`src/rtl/riscv_chk_pkg.sv`:
```
// riscv_chk_pkg
// Shared definitions for the commit checker: FSM state encoding, the layout
// of one expected-trace entry and its width as a function of XLEN.
//
// Entry layout, MSB to LSB: {pc[XLEN-1:0], we, rd[4:0], wdata[XLEN-1:0]}
package riscv_chk_pkg;

    typedef enum logic [2:0] {
        ST_IDLE = 3'd0,
        ST_RUN  = 3'd1,
        ST_PASS = 3'd2,
        ST_FAIL = 3'd3,
        ST_TMO  = 3'd4
    } chk_state_t;

    localparam int RD_W = 5;

    // Total entry width: pc + wdata + rd + we
    function automatic int entry_w(input int xlen);
        return 2 * xlen + RD_W + 1;
    endfunction

    // wdata sits at bit 0; the remaining fields are stacked above it
    function automatic int off_rd(input int xlen);
        return xlen;
    endfunction

    function automatic int off_we(input int xlen);
        return xlen + RD_W;
    endfunction

    function automatic int off_pc(input int xlen);
        return xlen + RD_W + 1;
    endfunction

endpackage

```
`src/rtl/trace_mem.sv`:
```
// trace_mem
// Expected-trace storage: DEPTH entries of W bits, synchronous write,
// asynchronous (combinational) read. No reset: contents survive rst so a
// trace can be loaded once and replayed across runs.
//
// Ports
//   clk    rising-edge clock
//   we     write strobe (already qualified by the caller)
//   waddr  write address
//   wdata  write data
//   raddr  read address
//   rdata  read data, combinational from raddr
module trace_mem
    import riscv_chk_pkg::*;
#(
    parameter int DEPTH = 16,
    parameter int W     = entry_w(32)
) (
    input  logic                     clk,
    input  logic                     we,
    input  logic [$clog2(DEPTH)-1:0] waddr,
    input  logic [W-1:0]             wdata,
    input  logic [$clog2(DEPTH)-1:0] raddr,
    output logic [W-1:0]             rdata
);

    logic [W-1:0] mem [DEPTH];

    always_ff @(posedge clk) begin
        if (we) begin
            mem[waddr] <= wdata;
        end
    end

    assign rdata = mem[raddr];

endmodule

```
`config.mk`:
```
export PLATFORM = sky130hd
export DESIGN_NAME = trace_mem
export DESIGN_NICKNAME = d
export VERILOG_FILES = /design/src/rtl/riscv_chk_pkg.sv /design/src/rtl/trace_mem.sv
export SDC_FILE = /design/constraint.sdc
export NUM_CORES = 1
export LEC_CHECK = 0
export CORE_MARGIN = 2
export CORE_UTILIZATION = 35
export CTS_BUF_LIST = sky130_fd_sc_hd__clkbuf_8 sky130_fd_sc_hd__clkbuf_16
export CTS_CLUSTER_SIZE = 30
export DETAILED_ROUTE_END_ITERATION = 6
export PLACE_DENSITY = 0.52
export SLEW_MARGIN = 5
export SYNTH_ARGS = -nofsm -noshare
export SYNTH_HDL_FRONTEND = slang
export SYNTH_SLANG_ARGS = --single-unit
```
`constraint.sdc`:
```
create_clock -name clk -period 9.5 [get_ports clk]
set_input_delay 1.9 -clock clk [delete_from_list [all_inputs] [get_ports clk]]
set_output_delay 1.9 -clock clk [all_outputs]
set_load 0.03 [all_outputs]
```
==> flow_summary.json, run 1 <==
{
  "grt_overflow": 0,
  "busiest_layer": "met2",
  "status": "finished, final reports clean",
  "cap_viol_max_count": 0,
  "slew_headroom_pct": 28.2,
  "synth_area_um2": 41900,
  "peakVddDrop_uv": 168,
  "fmax_ghz": 0.145,
  "vias_per_cell": 5.27,
  "core_area_um2": 118000,
  "ctsResizeCount": 0,
  "cts.sinks": 1120,
  "die_width_um": 350,
  "antenna_found_initial": 13,
  "drc": 0,
  "fin_crit_ns": 6.90,
  "tightest_slew_ns": 1.08,
  "top_register": "mem",
  "reg_top3": "mem (1120)",
  "multiInputGateArea_um2": 7890,
  "start_util_pct": 35.4,
  "endpoint_kind": "output pin",
  "htreeDepth": 3,
  "mostFrequentLayoutCells": "1120 x edfxtp_1, 280 x mux4_2, 147 x clkdlybuf4s50_1",
  "yosysTopAreaCell": "edfxtp_1",
  "ys_warn_count": 0,
  "synth.distinct_cells": 17,
  "ys_seq_area_share_pct": 80.2,
  "synthCells": 1730,
  "ys_ff_latch": 1120,
  "hold_violations": 0,
  "port_buffers": 149,
  "place_congestion": 0.690,
  "grt_use_total_pct": 16.7,
  "synthesis.nets": 1810,
  "cts_buffer_depth": 3,
  "crit_path_max_fanout": 28,
  "dieArea_um2": 123000,
  "grt_max_degree": 99,
  "routed_wl_um": 102000,
  "min_period_over_period_pct": 72.6,
  "cts_inserted_buffers": 113,
  "syn_area_per_cell_um2": 24.2,
  "via_count": 19200,
  "cts_root_buf": "clkbuf_16",
  "fin_nets": 2026,
  "synth_top_area_share_pct": 80.2,
  "grt_pass1_vias": 20400,
  "arrival_ns": 5.00,
  "largest_reg_flops": 1120,
  "rsz0062_at_grt": "no",
  "use_met2_pct": 26.8,
  "grt_use_met1_pct": 23.5,
  "cts_setup_buffers": 0,
  "grt_pass1_wl_um": 147000,
  "hold_buffers": 0,
  "post_route_cells_drive_above_1_share_pct": 25.0,
  "grt_use_met3_pct": 3.30,
  "layout_commonest_cell": "edfxtp_1",
  "slew_viol_final": 0,
  "ioPinCount": 150,
  "wire_per_inst_um": 27.9,
  "n_fill_cell": 10200,
  "area_delta_synth_final_pct": 17.3,
  "num_rows": 126,
  "seq_area_um2": 33600,
  "clk_pin_slew_worst_paths_ns": 0.06,
  "cp-start-kind": "input pin",
  "drt-pass1-iter-count": 5,
  "cts_tree": "built",
  "p_per_area_nw_per_um2": 215,
  "final-setup-viol-count": 0,
  "die_height_um": 350,
  "critPathRequiredTime_ns": 7.60,
  "endpoint": "rdata[4]",
  "place_hpwl_um": 52000,
  "startpoint": "raddr[3]",
  "min_path_type": "input pin to flop",
  "drt_iter0_drc": 1955,
  "criticalPathCategory": "input pin to output pin",
  "setup-tns-final_ns": 0,
  "synthTopCellsByArea": "edfxtp_1 80%, mux4_2 15%, a22oi_1 2.5%",
  "antenna_left": 0,
  "power.leakage_nw": 15.3,
  "hold_slack_ns": 2.14
}
-- power by group --
part           internal [mW]  switching [mW]  total [mW]
combinational          0.254           0.385       0.639
sequential              5.54          0.0197        5.56
clock                   2.51            1.85        4.36
-- synthesized netlist by cell type --
master and count:
buf_2 25, nor2_1 13, nand2_1 71, buf_6 18, or3b_1 1, edfxtp_1 1120
nor2b_1 2, nor3_1 4, and2_1 1, a22oi_1 140, nand2b_1 2, mux4_2 280
nand3b_1 2, buf_1 5, nand3_1 1, buf_4 6, clkbuf_1 39
-- worst min path at each step --
stage / start / to / slack (ns) / depth (start not counted)
after detailed placement: wdata[53] / mem[4][53] / 2.81 / 1
after CTS: wdata[53] / mem[15][53] / 2.06 / 1
final: wdata[36] / mem[2][36] / 2.14 / 1
after global placement: wdata[18] / mem[8][18] / 2.78 / 1
after floorplan: wdata[0] / mem[0][0] / 2.00 / 0
after global routing: wdata[36] / mem[10][36] / 2.15 / 1
-- layer usage --
| metal | vias up | share of wire [%] | wire [µm] |
|---|---|---|---|
| li1 | 7950 | - | - |
| met1 | 10500 | 44 | 44700 |
| met2 | 575 | 48 | 49100 |
| met3 | 128 | 6.1 | 6190 |
| met4 | 14 | 1.7 | 1700 |
| met5 | - | 0.086 | 88 |
-- per-stage QoR --
stage / std cells / util (%) / worst slack, ns / power, mW / cell area (µm²)
finish: 3647 / 41.5 / 2.60 / 10.6 / 49200
global route: 3644 / 41.5 / 2.39 / 10.9 / 49200
CTS: 3643 / 41.5 / 2.61 / 10.7 / 49200
detailed placement: 3431 / 38.4 / 2.61 / 6.32 / 45500
global placement: 3431 / 38.4 / 2.60 / 6.31 / 45500
floorplan: 1730 / - / 1.82 / 6.02 / 41900
-- worst max-delay path, cell delays in order --
cell and delay [ns]:
clkdlybuf4s50_1 0.63, nor2b_4 0.66, buf_4 0.63, a22oi_1 0.19
nand2_1 0.20, clkdlybuf4s50_1 0.72
-- cell families after synthesis --
| kind of cell | count (synthesis) | share of synthesized area [%] |
|---|---|---|
| compound gates | 140 | 2.51 |
| flops | 1120 | 80.2 |
| mux | 280 | 15.0 |
| buf+inv | 93 | 1.28 |
| simple gates | 97 | 0.943 |
-- cell type report --
| type | instances | share of cell area [%] |
|---|---|---|
| well taps | 1600 | 4.07 |
| clock buffers | 116 | 5.90 |
| multi-input cells | 517 | 16.0 |
| repair buffers | 194 | 3.94 |
| flip-flops and latches | 1120 | 68.4 |
| clock inverters | 96 | 1.60 |
| diodes | 4 | 0.0204 |
No activity file was read; power rests on OpenSTA's default activity.
==> run 2, diff against run 1 <==
Clock period 9.5 ns to 7 ns, I/O delays scaled along.
==> flow_summary.json, run 2 (same netlist as run 1, synthesis figures left out) <==
{
  "tightest_slew_ns": 1.17,
  "ioPinCount": 150,
  "final_util_pct": 41.5,
  "crit_path_max_fanout": 26,
  "endpoint_kind": "output pin",
  "htreeDepth": 3,
  "die_width_um": 350,
  "cts_root_buf": "clkbuf_16",
  "core_area_um2": 118000,
  "post_route_cells_drive_above_1_share_pct": 24.3,
  "hold_violations": 0,
  "placed_cell_area_um2": 45800,
  "place_congestion": 0.699,
  "grt_pass1_vias": 20300,
  "num_rows": 126,
  "place_inst": 3449,
  "cts_tree": "built",
  "cap_viol_max_count": 0,
  "grt_overflow": 0,
  "cts_buffer_depth": 3,
  "antenna_found_initial": 10,
  "grt_max_degree": 71,
  "port_buffers": 149,
  "vias_per_cell": 5.24,
  "stdcell_count": 3653,
  "top_register": "mem",
  "hold_buffers": 0,
  "startpoint": "raddr[2]",
  "area_delta_synth_final_pct": 17.2,
  "criticalPathCategory": "input pin to output pin",
  "cts_setup_buffers": 0,
  "grt_pass1_wl_um": 145000,
  "cp-start-kind": "input pin",
  "place_hpwl_um": 51800,
  "min_path_type": "input pin to flop",
  "drt-pass1-iter-count": 5,
  "setup-tns-final_ns": 0,
  "status": "finished, final reports clean",
  "rsz0062_at_grt": "no",
  "clk_pin_slew_worst_paths_ns": 0.06,
  "routed_wl_um": 100000,
  "largest_reg_flops": 1120,
  "fin_nets": 2046,
  "dieArea_um2": 123000,
  "slew_viol_final": 0,
  "via_count": 19100,
  "reg_top3": "mem (1120)",
  "slew_headroom_pct": 22.1,
  "final-setup-viol-count": 0,
  "cts.sinks": 1120,
  "wire_per_inst_um": 27.4,
  "ctsResizeCount": 0,
  "min_period_over_period_pct": 79.1,
  "layout_commonest_cell": "edfxtp_1",
  "cts_inserted_buffers": 115,
  "critPathRequiredTime_ns": 5.60,
  "die_height_um": 350,
  "fmax_ghz": 0.181,
  "drc": 0,
  "antenna_left": 0,
  "design_area_um2": 49100,
  "fin_crit_ns": 5.54,
  "fin_total_pwr_mw": 13.9,
  "grt_use_total_pct": 16.4,
  "drt_iter0_drc": 2028,
  "power.leakage_nw": 15.3,
  "min_from": "wdata[17]",
  "p_per_area_nw_per_um2": 283,
  "peakVddDrop_uv": 207,
  "arrival_ns": 4.14,
  "start_util_pct": 35.4,
  "mostFrequentLayoutCells": "1120 x edfxtp_1, 280 x mux4_2, 147 x clkdlybuf4s50_1"
}
-- run 2: worst max-delay path, cell delays in order --
cell             delay [ns]
clkdlybuf4s50_1        0.62
and2_4                 0.55
buf_4                  0.44
a22oi_1                0.12
nand2_1                0.24
clkdlybuf4s50_1        0.72
-- run 2: final timing paths --
check                    endpoint  cells past startpoint
worst max-delay path    rdata[59]                      6
worst min-delay path  mem[14][17]                      1
-- run 2: routing by layer --
metal | track usage [%] | routed length (µm) | up-vias
li1 | - | - | 7966
met1 | 23.4 | 44900 | 10500
met2 | 26.2 | 48000 | 514
met3 | 3.27 | 5630 | 127
met4 | 3.75 | 1610 | 16
met5 | 0 | 104 | -
-- run 2: power by group --
part	total [mW]	switching, mW	internal [mW]
clock network	5.49	2.42	3.07
registers	7.55	0.0270	7.52
logic	0.876	0.520	0.356
total	13.9	2.97	10.9
-- run 2: cell type report --
cell class,instances,area [µm²]
diodes,1,2.50
flip-flops and latches,1120,33600
clock inverters,87,445
repair buffers,212,2240
multi-input cells,517,7890
well taps,1600,2000
clock buffers,116,2900
fillers,10200,69300
-- run 2: per-stage QoR --
stage | setup WS, ns | hold WS (ns)
floorplan | 0.0494 | 1.50
global placement | 1.40 | 2.28
detailed placement | 1.39 | 2.34
CTS | 1.41 | 1.60
global route | 1.30 | 1.68
finish | 1.46 | 1.65
==> run 3, diff against run 2 <==
Clock period 7 ns to 5.75 ns, I/O delays scaled along.
==> flow_summary.json, run 3 (same netlist as run 1, synthesis figures left out) <==
{
  "status": "finished, final reports clean",
  "rsz0062_at_grt": "no",
  "drt-pass1-iter-count": 5,
  "cts_tree": "built",
  "min_path_type": "input pin to flop",
  "cp.depth": 6,
  "design_area_um2": 49700,
  "fmax_ghz": 0.205,
  "grt_pass1_wl_um": 144000,
  "power.leakage_nw": 15.5,
  "slew_headroom_pct": 29.6,
  "layout_commonest_cell": "edfxtp_1",
  "htreeDepth": 3,
  "antenna_cells": 0,
  "max_stage_delay_ns": 0.74,
  "largest_reg_flops": 1120,
  "cts_buffer_depth": 3,
  "top_register": "mem",
  "grt_use_met3_pct": 3.19,
  "endpoint": "rdata[38]",
  "grt_max_degree": 71,
  "crit_family": "buffers and inverters",
  "peakVddDrop_uv": 249,
  "grt_use_met1_pct": 23.4,
  "cts_root_buf": "clkbuf_16",
  "startpoint": "raddr[3]",
  "core_area_um2": 118000,
  "slew_viol_final": 0,
  "ioPinCount": 150,
  "arrival_ns": 3.73,
  "port_buffers": 149,
  "wire_per_inst_um": 27.1,
  "cts_setup_buffers": 0,
  "min_period_over_period_pct": 84.8,
  "antenna_left": 0,
  "fin_crit_ns": 4.88,
  "hold_violations": 0,
  "drt_iter0_drc": 1855,
  "tightest_slew_ns": 1.06,
  "area_delta_synth_final_pct": 18.5,
  "grt_use_total_pct": 16.3,
  "busiest_layer": "met2",
  "cpMostUsedCell": "clkdlybuf4s50_1",
  "antenna_found_initial": 12,
  "die_width_um": 350,
  "clk_pin_slew_worst_paths_ns": 0.06,
  "cp_cell_sequence": "clkdlybuf4s50_1 -> nor2b_4 -> buf_12 -> a22oi_1 -> nand2_1 -> clkdlybuf4s50_1",
  "criticalPathCategory": "input pin to output pin",
  "place_hpwl_um": 50100,
  "fin_nets": 2039,
  "reg_top3": "mem (1120)",
  "cp_slowest_cell": "clkdlybuf4s50_1",
  "fin_ws_ns": 0.873,
  "dieArea_um2": 123000,
  "cap_viol_max_count": 0,
  "setup-tns-final_ns": 0,
  "cts.sinks": 1120,
  "hold_path_depth": 1,
  "ctsResizeCount": 0,
  "n_fill_cell": 10100,
  "routed_wl_um": 99100,
  "placed_cell_area_um2": 45900,
  "critPathRequiredTime_ns": 4.60,
  "mostFrequentLayoutCells": "1120 x edfxtp_1, 280 x mux4_2, 147 x clkdlybuf4s50_1",
  "grt_overflow": 0,
  "cp-start-kind": "input pin",
  "crit_path_max_fanout": 70,
  "post_route_cells_drive_above_1_share_pct": 26.3,
  "die_height_um": 350,
  "hold_buffers": 0,
  "num_rows": 126,
  "vias_per_cell": 5.21,
  "cts_inserted_buffers": 111,
  "final_util_pct": 42.0,
  "p_per_area_nw_per_um2": 357,
  "final-setup-viol-count": 0,
  "grt_pass1_vias": 20400,
  "place_ws_ns": 0.872,
  "use_met2_pct": 25.8,
  "drc": 0,
  "endpoint_kind": "output pin",
  "start_util_pct": 35.4,
  "via_count": 19100,
  "place_congestion": 0.685,
  "worst-path-buf-inv": 3
}
run 3: changes by cell type in the layout (fill, tap and decap cells not counted), sizes merged:
cell      change
clkbuf        -4
buf           -3
diode         -1
bufinv       +16
clkinv        +4
clkinvlp      +5
inv          -13
run 3: how the worst min path moves through the flow:
stage | start | endpoint
3_3_place_gp | wdata[40] | mem[10][40]
3_5_place_dp | wdata[1] | mem[12][1]
6_report | wdata[59] | mem[10][59]
4_1_cts | wdata[26] | mem[8][26]
5_1_grt | wdata[26] | mem[8][26]
2_1_floorplan | wdata[0] | mem[0][0]
run 3: metrics by stage:
step                instances  power (mW)  hold WS (ns)
global route             3657        18.3          1.41
detailed placement       3446        10.5          2.08
floorplan                1730        9.95          1.25
finish                   3657        17.7          1.39
CTS                      3657        18.0          1.35
global placement         3446        10.4          2.04
run 3: cell type report:
class                   count  area [µm²]  area share, %
flip-flops and latches   1120       33600           67.7
multi-input cells         517        7910           15.9
clock inverters            99        1010           2.02
well taps                1600        2000           4.03
clock buffers             112        2800           5.64
repair buffers            209        2330           4.68
run 3: per-layer routing:
metal,part of all wire [%],vias to the layer above,wire [µm]
li1,-,7956,-
met1,45,10400,44400
met2,48,542,47400
met3,5.8,125,5770
met4,1.5,20,1470
met5,0.12,-,123
run 3: power by group:
| group | switching [mW] | internal (mW) |
|---|---|---|
| combinational | 0.638 | 0.440 |
| clock | 3.07 | 4.41 |
| sequential | 0.0327 | 9.16 |
